## src/rtl/merge_pkg.sv

```systemverilog
// Shared definitions for the merging-stage FIFO write controller:
// output word layout, FSM state encoding and channel-ID field sizing.
package merge_pkg;

    localparam int WORD_W    = 32;
    localparam int CH_ID_MSB = WORD_W - 1;

    typedef enum logic [1:0] {
        S_RESET = 2'd0,
        S_WAIT  = 2'd1,
        S_RUN   = 2'd2
    } state_t;

    // Channel ID occupies every bit above the timestamp field.
    function automatic int ch_id_width(input int ts_width);
        return WORD_W - ts_width;
    endfunction

endpackage

```

## src/rtl/rr_arbiter.sv

```systemverilog
// Combinational round-robin picker: first asserted request at or after the
// pointer, wrapping, reported as one-hot grant plus encoded index.
module rr_arbiter #(
    parameter int N_CH  = 4,
    parameter int PTR_W = 2
) (
    input  logic             i_en,
    input  logic [N_CH-1:0]  i_req,
    input  logic [PTR_W-1:0] i_ptr,
    output logic [N_CH-1:0]  o_grant,
    output logic [PTR_W-1:0] o_idx,
    output logic             o_valid
);

    logic [PTR_W:0] w_pos;

    always_comb begin
        o_grant = '0;
        o_idx   = '0;
        o_valid = 1'b0;
        w_pos   = '0;
        for (int k = 0; k < N_CH; k++) begin
            w_pos = {1'b0, i_ptr} + (PTR_W+1)'(k);
            if (w_pos >= (PTR_W+1)'(N_CH)) begin
                w_pos = w_pos - (PTR_W+1)'(N_CH);
            end
            if (i_en && !o_valid && i_req[w_pos[PTR_W-1:0]]) begin
                o_valid = 1'b1;
                o_idx   = w_pos[PTR_W-1:0];
                o_grant = N_CH'(1) << w_pos[PTR_W-1:0];
            end
        end
    end

endmodule

```

## src/rtl/merge_write_arbiter.sv

```systemverilog
// Write-side controller for the merging FIFO: runs the FIFO reset/recovery
// window, then round-robin merges per-channel timestamps into one write port.
module merge_write_arbiter
    import merge_pkg::*;
#(
    parameter int N_CH            = 4,
    parameter int TS_WIDTH        = 28,
    parameter int RST_CYCLES      = 5,
    parameter int RST_WAIT_CYCLES = 8,
    parameter int DROP_CNT_WIDTH  = 16
) (
    input  logic                      Wclk,
    input  logic                      rst,
    input  logic [N_CH-1:0]           ch_valid,
    input  logic [N_CH*TS_WIDTH-1:0]  ch_data,
    input  logic                      fifo_full,
    input  logic                      fifo_almost_full,
    input  logic                      fifo_write_err,
    input  logic                      clr_status,
    output logic                      fifo_rst,
    output logic                      fifo_wr_en,
    output logic [WORD_W-1:0]         fifo_data,
    output logic                      ready,
    output logic [DROP_CNT_WIDTH-1:0] drop_count,
    output logic [N_CH-1:0]           ch_overflow,
    output logic                      wr_err_sticky
);

    localparam int PTR_W  = (N_CH > 1) ? $clog2(N_CH) : 1;
    localparam int CHW    = ch_id_width(TS_WIDTH);
    localparam int MAXCNT = (RST_CYCLES > RST_WAIT_CYCLES) ? RST_CYCLES : RST_WAIT_CYCLES;
    localparam int CNT_W  = $clog2(MAXCNT + 1);

    state_t                    r_state;
    logic [CNT_W-1:0]          r_cnt;
    logic                      r_fifo_rst;
    logic [N_CH-1:0]           r_hold_valid;
    logic [TS_WIDTH-1:0]       r_hold_data [N_CH];
    logic [PTR_W-1:0]          r_ptr;
    logic                      r_wr_en;
    logic [WORD_W-1:0]         r_data;
    logic [DROP_CNT_WIDTH-1:0] r_drop_cnt;
    logic [N_CH-1:0]           r_ovf;
    logic                      r_err;

    logic                      w_run;
    logic                      w_grant_en;
    logic [N_CH-1:0]           w_grant;
    logic [PTR_W-1:0]          w_gidx;
    logic                      w_gvalid;
    logic [N_CH-1:0]           w_load;
    logic [N_CH-1:0]           w_drop;
    logic [3:0]                w_drop_n;
    logic [PTR_W-1:0]          w_ptr_nxt;

    function automatic logic [DROP_CNT_WIDTH-1:0] sat_add(
        input logic [DROP_CNT_WIDTH-1:0] a,
        input logic [3:0]                b
    );
        logic [DROP_CNT_WIDTH:0] sum;
        sum = {1'b0, a} + (DROP_CNT_WIDTH+1)'(b);
        return sum[DROP_CNT_WIDTH] ? '1 : sum[DROP_CNT_WIDTH-1:0];
    endfunction

    assign w_run      = (r_state == S_RUN);
    // ALMOSTFULL gating absorbs the one-cycle lag of the registered write enable.
    assign w_grant_en = w_run && !fifo_full && !fifo_almost_full;

    rr_arbiter #(
        .N_CH  (N_CH),
        .PTR_W (PTR_W)
    ) u_rr_arbiter (
        .i_en    (w_grant_en),
        .i_req   (r_hold_valid),
        .i_ptr   (r_ptr),
        .o_grant (w_grant),
        .o_idx   (w_gidx),
        .o_valid (w_gvalid)
    );

    assign w_load    = w_run ? (ch_valid & (~r_hold_valid | w_grant)) : '0;
    assign w_drop    = w_run ? (ch_valid & r_hold_valid & ~w_grant) : '0;
    assign w_ptr_nxt = (w_gidx == PTR_W'(N_CH - 1)) ? '0 : w_gidx + 1'b1;

    always_comb begin
        w_drop_n = '0;
        for (int i = 0; i < N_CH; i++) begin
            w_drop_n = w_drop_n + {3'b000, w_drop[i]};
        end
    end

    always_ff @(posedge Wclk or posedge rst) begin
        if (rst) begin
            r_state    <= S_RESET;
            r_cnt      <= '0;
            r_fifo_rst <= 1'b1;
        end else begin
            case (r_state)
                S_RESET: begin
                    if (r_cnt == CNT_W'(RST_CYCLES - 1)) begin
                        r_state    <= S_WAIT;
                        r_cnt      <= '0;
                        r_fifo_rst <= 1'b0;
                    end else begin
                        r_cnt <= r_cnt + 1'b1;
                    end
                end
                S_WAIT: begin
                    if (r_cnt == CNT_W'(RST_WAIT_CYCLES - 1)) begin
                        r_state <= S_RUN;
                        r_cnt   <= '0;
                    end else begin
                        r_cnt <= r_cnt + 1'b1;
                    end
                end
                S_RUN: begin
                    r_state <= S_RUN;
                end
                default: begin
                    r_state    <= S_RESET;
                    r_cnt      <= '0;
                    r_fifo_rst <= 1'b1;
                end
            endcase
        end
    end

    always_ff @(posedge Wclk or posedge rst) begin
        if (rst) begin
            r_hold_valid <= '0;
            r_ptr        <= '0;
            r_wr_en      <= 1'b0;
            r_data       <= '0;
            r_drop_cnt   <= '0;
            r_ovf        <= '0;
            r_err        <= 1'b0;
        end else begin
            r_hold_valid <= (r_hold_valid & ~w_grant) | w_load;
            r_wr_en      <= w_gvalid;
            if (w_gvalid) begin
                r_data <= {CHW'(w_gidx), r_hold_data[w_gidx]};
                r_ptr  <= w_ptr_nxt;
            end
            // Same-cycle drops/errors land on top of the clear so none are lost.
            r_drop_cnt <= sat_add(clr_status ? '0 : r_drop_cnt, w_drop_n);
            r_ovf      <= (clr_status ? '0 : r_ovf) | w_drop;
            r_err      <= (clr_status ? 1'b0 : r_err) | (w_run & fifo_write_err);
        end
    end

    always_ff @(posedge Wclk) begin
        for (int i = 0; i < N_CH; i++) begin
            if (w_load[i]) begin
                r_hold_data[i] <= ch_data[i*TS_WIDTH +: TS_WIDTH];
            end
        end
    end

    assign fifo_rst      = r_fifo_rst;
    assign fifo_wr_en    = r_wr_en;
    assign fifo_data     = r_data;
    assign ready         = w_run;
    assign drop_count    = r_drop_cnt;
    assign ch_overflow   = r_ovf;
    assign wr_err_sticky = r_err;

endmodule

```

## config.mk

```make
export PLATFORM = sky130hd
export DESIGN_NAME = merge_write_arbiter
export DESIGN_NICKNAME = d
export VERILOG_FILES = /design/src/rtl/merge_pkg.sv /design/src/rtl/rr_arbiter.sv /design/src/rtl/merge_write_arbiter.sv
export SDC_FILE = /design/constraint.sdc
export NUM_CORES = 1
export LEC_CHECK = 0
export CORE_MARGIN = 8
export CORE_UTILIZATION = 45
export CTS_CLUSTER_SIZE = 20
export DETAILED_ROUTE_END_ITERATION = 7
export GPL_TIMING_DRIVEN = 0
export PLACE_DENSITY = 0.79
export SLEW_MARGIN = 0
export SYNTH_ARGS = -nofsm -noshare
export SYNTH_HDL_FRONTEND = slang
export SYNTH_SLANG_ARGS = --single-unit
export TNS_END_PERCENT = 30
```

## constraint.sdc

```tcl
create_clock -name Wclk -period 4.6 [get_ports Wclk]
set_input_delay 1.15 -clock Wclk [delete_from_list [all_inputs] [get_ports Wclk]]
set_output_delay 1.15 -clock Wclk [all_outputs]
set_load 0.05 [all_outputs]
```

* Word-level counts from Yosys, hierarchy flattened *
Memory sizes are Yosys's and may differ from the RTL's. A register that Yosys moved wholly into a read port is not among the register bits.
Cells that the tools add are included.

word-level totals
  bits in writable memories = 112
  logic and storage cells = 120
  memories kept = 1
  input bits = 122
  bits in registers = 65

memory list
  memory       words  width  rd ports  clocked after memory_dff  write ports  RTL line                   text
  r_hold_data  4      28     1         1                         4            merge_write_arbiter.sv:38  logic [TS_WIDTH-1:0] r_hold_data [N_CH];

cells by class
  $add $sub $neg = 13
  shift-type cells = 4
  bitwise operators = 12
  equality and inequality tests = 7
  mux-type cells = 47
  reductions and logical operators = 18
  $lt $le $gt $ge = 8

operators by type and width
  cell                 count
  $mux 4               9
  $mux 16              2
  $mux 2               11
  $mux 1               18
  $add 16x4->17        1
  $and 4x4->4          4
  $shl 1x2->4 const A  4
  $lt 2x3->1 const B   4
  $or 4x4->4           3
  $pmux 4 s3           1
  $ge 3x3->1 const B   3
  $logic_and 1x1->1    9
  $bmux 1 s2           4
  $eq 4x3->1 const B   2
  $not 4->4            2
  $sub 2x1->2 const B  4
  $add 2x2->3 const B  2
  $pmux 2 s3           1
  $logic_not 1->1      5
  $add 3x1->4          1
  $add 4x1->4 const B  1
  $eq 2x2->1 const B   2
  $ne 2x2->1 const B   2
  $reduce_and 2->1     2
  other kinds (12)     12

* Depth between registers and ports, before layout *
  word-level depth = 26
  gate-level depth with buffers = 19

* Modules after synthesis *
From an unflattened synthesis, not the netlist that was laid out.

second synthesis, totals
  cells, all modules = 456
  area, all modules = 7547.2 µm²

by module, submodules not included
  module               times used  cells each  area each (µm²)
  merge_write_arbiter  1           406         7079.3
  rr_arbiter           1           50          467.9

* Least setup slack after synthesis *
OpenSTA, ideal clock, no wires.

  path type = flip-flop to flip-flop
  start point = reg with a tool-made name
  end point = reg r_drop_cnt[10] (netlist: drop_count[10])
  data arrival time = 4.592 ns
  path slack = -0.132 ns
  period minus slack after synthesis = 4.732 ns
  path buffers = 3
  stages on the path, launching flop included = 20
  data required time = 4.461 ns
  setup time = 0.139 ns
  cells stage by stage = dfrtp_1 buf_2 inv_1 ha_1 buf_6 mux4_2 nor2b_1 a22oi_1 a2bb2oi_1 nand4_1 fa_1 fa_1 inv_1 fa_1 and3_1 nand3_1 nor2_1 nand4b_1 clkbuf_1 o21ai_0

RTL lines
  element               RTL line                    text
  to (signal assigned)  merge_write_arbiter.sv:145  r_drop_cnt <= sat_add(clr_status ? '0 : r_drop_cnt, w_drop_n);
  to (decl)             merge_write_arbiter.sv:42   logic [DROP_CNT_WIDTH-1:0] r_drop_cnt;

==> impl_metrics.yaml <==
sta:
  skew_ns: 0.0125
  fin_crit_ns: 4.45
  setup_violations: 0
  fmax_ghz: 0.225
  report.final.slew_viol_count: 0
  tightest_slew_ns: 0.937
  whs_ns: 0.489
  hold_viol: 0
  slew_headroom_pct: 35.7
  fin_crit_sh_pct: 96.8
  finalSetupTns_ns: 0
yosys:
  synth_flop_cell: "edfxtp_1"
  netlist_area_mm2: 0.00777
  synth_mux_area_share_pct: 4.62
  yosys.area.top_type_share_pct: 43.3
  yosys.area_share.simple_pct: 7.35
  synth_warnings: 0
  ys_seq_area_share_pct: 64.3
  synth_compound_area_share_pct: 16.6
  synthAdderAreaFrac_pct: 2.38
  avgSynthCellArea_um2: 13.6
  synth.area.top_cells: "edfxtp_1 (43%), dfrtp_1 (21%), a21boi_0 (3.7%)"
  synth_top_area_cell: "edfxtp_1"
  synth-xor-area-share_pct: 1.24
  synth_top_family_by_area: "compound AO/OA/AOI/OAI gates"
  synth_cell_type_count: 60
  synth-async-reset-ratio_pct: 36.7
  synth-seq-cells: 177
  syn_inst: 573
  synth_edf_count: 112
drt:
  route.detailed.drc: 0
  met2_length_um: 10200
  wl_met1_um: 8460
  wl_met3_um: 1690
  ant_nets: 0
  via_count: 5702
  drt_first_pass_iters: 4
  post_drt_wl_per_cell_um: 20.2
  wl_um: 20700
  first_iter_violations: 392
  routed.top_layer: "met4"
  vias_per_cell: 5.55
final_layout:
  fillers: 1276
  finalInstanceArea_mm2: 0.0108
  multi_input_area_mm2: 0.00265
  syn_to_final_growth_pct: 39.0
  layout_common_cells: "clkdlybuf4s50_1 (175), edfxtp_1 (112), dfrtp_1 (63), nand2_1 (49), a21boi_0 (35)"
  diodes: 0
  final_common_cell: "clkdlybuf4s50_1"
  drive_above_1_share_pct: 15.5
  final-seq-area_mm2: 0.00499
  fin_nets: 924
clock_network:
  h-tree-depth: 4
  clk_latency_ns: 0.42
  cts-buffers-inserted: 17
  clockBufferDepth: 2
  clkSinkCount: 177
  hold_buffers: 0
  cts_root_buf: "clkbuf_16"
  tritoncts: "built"
  cts.clk_slew.worst_paths_ns: 0.07
power_and_ir_drop:
  power_leakage_nw: 3.97
  power_density_mw_per_mm2: 494
  ir_drop_v: 0.000385
  total_power_mw: 5.34
critical_path:
  end_kind: "register"
  critPathArrivalTime_ns: 4.78
  critPathMaxFanout: 6
  start_kind: "register"
  path_class: "reg -> reg"
  cp.required_ns: 4.93
global_routing:
  antenna_found_initial: 0
  grt_max_degree: 66
  grt_pass1_vias: 6190
  grt_usage_pct: 19.1
  grt_first_pass_wirelength_um: 32400
  grt-ovfl-total: 0
placement:
  hpwl_um: 15100
  gp_congestion: 0.872
  placed_area_mm2: 0.00998
  port_buffers: 175
hold_path:
  hp-class: "reg -> reg"
outcome:
  status: "completed"
flow_run:
  maxCapViolCount: 0
floorplan:
  chipHeight_um: 147
  io_pins: 178
  die-area_mm2: 0.0217
  num_rows: 48
  fp.dieW_um: 147
  coreArea_mm2: 0.0171
  start_util_pct: 45.5
state kept, by name, indices dropped and copies added, names as in the netlist, named ones only:
name,flops
r_ptr,1
r_state,2
r_hold_data,112
wr_err_sticky,1
fifo_data,30
r_hold_valid,4
ch_overflow,4
drop_count,16
r_cnt,4
fifo_wr_en,1
fifo_rst,1
per-stage QoR:
stage          util [%]  std cells  worst slack (ns)
2_1_floorplan         -        574            0.0172
3_3_place_gp       57.6        974            -0.988
3_5_place_dp       58.5        978             -1.01
4_1_cts            62.7       1018           0.00877
5_1_grt            63.3       1027           -0.0387
6_report           63.3       1027             0.148
cell families after synthesis:
group / Yosys count
AOI/OAI and AO/OA: 164
xor gates and xnor gates: 11
adders and majority gates: 13
buffers and inverters: 55
DFF: 177
muxes: 33
other: 1
and+or+nand+nor: 119
power by group:
| part | leakage (nW) | switching, mW | internal [mW] | total (mW) |
|---|---|---|---|---|
| clock | 0.273 | 0.617 | 0.771 | 1.39 |
| sequential | 1.81 | 0.122 | 1.94 | 2.07 |
| combinational | 1.88 | 1.14 | 0.743 | 1.88 |
| total | 3.97 | 1.88 | 3.46 | 5.34 |
Yosys cell counts (all sizes together), types with 12 or more instances:
cell type / count
a21oi: 12
dfrtp: 64
a21boi: 38
clkbuf: 19
a211oi: 36
nor2: 20
o31ai: 17
o21ai: 25
nand2: 50
buf: 17
inv: 18
edfxtp: 112
mux2i: 28
what timing repair did:
item / 4_1_cts / 5_1_grt
setup buffers: 7 / 9
gates cloned: 1 / 0
pin swaps: 4 / 6
endpoints found under the setup margin: 16 / 16
gates resized for setup: 24 / 9
layer usage:
metal	up-vias	GRT usage, %
met5	-	0
met4	0	6.48
met3	32	5.66
met2	268	31.5
met1	2812	23.5
li1	2590	-
layout make-up:
| class | count | share of cell area (%) |
|---|---|---|
| sequential | 177 | 46.3 |
| multi-input combinational | 342 | 24.6 |
| timing repair buffer | 196 | 18.5 |
| clock buffer | 19 | 4.10 |
| tap | 225 | 2.61 |
| buffer | 36 | 2.10 |
| clock inverter | 13 | 1.15 |
| inverter | 19 | 0.719 |
critical path, cell delays in order, from the launching register on:
cell,delay (ns)
dfrtp_2,0.37
buf_8,0.10
clkinvlp_4,0.08
ha_1,0.30
buf_6,0.11
mux4_2,0.51
nor2b_4,0.17
a22oi_1,0.22
a2bb2oi_2,0.20
nand4_1,0.16
fa_1,0.49
fa_2,0.37
inv_2,0.07
fa_2,0.21
and3_4,0.23
nand3_4,0.12
nor2_4,0.13
nand4b_1,0.21
buf_4,0.23
o21ai_0,0.08
final timing paths:
kind,startpoint,endpoint,slack (ns),cells past startpoint
worst min register to register,fifo_data[20],fifo_data[20],0.49,2
worst max-delay path,register,drop_count[4],0.15,19
worst max register to register,register,drop_count[4],0.15,19
max in group asynchronous,rst,asynchronous set/reset pin,2.72,2
worst min-delay path,fifo_data[20],fifo_data[20],0.49,2
min in group asynchronous,rst,fifo_data[29],1.24,2
(Power assumes the default switching activity.)
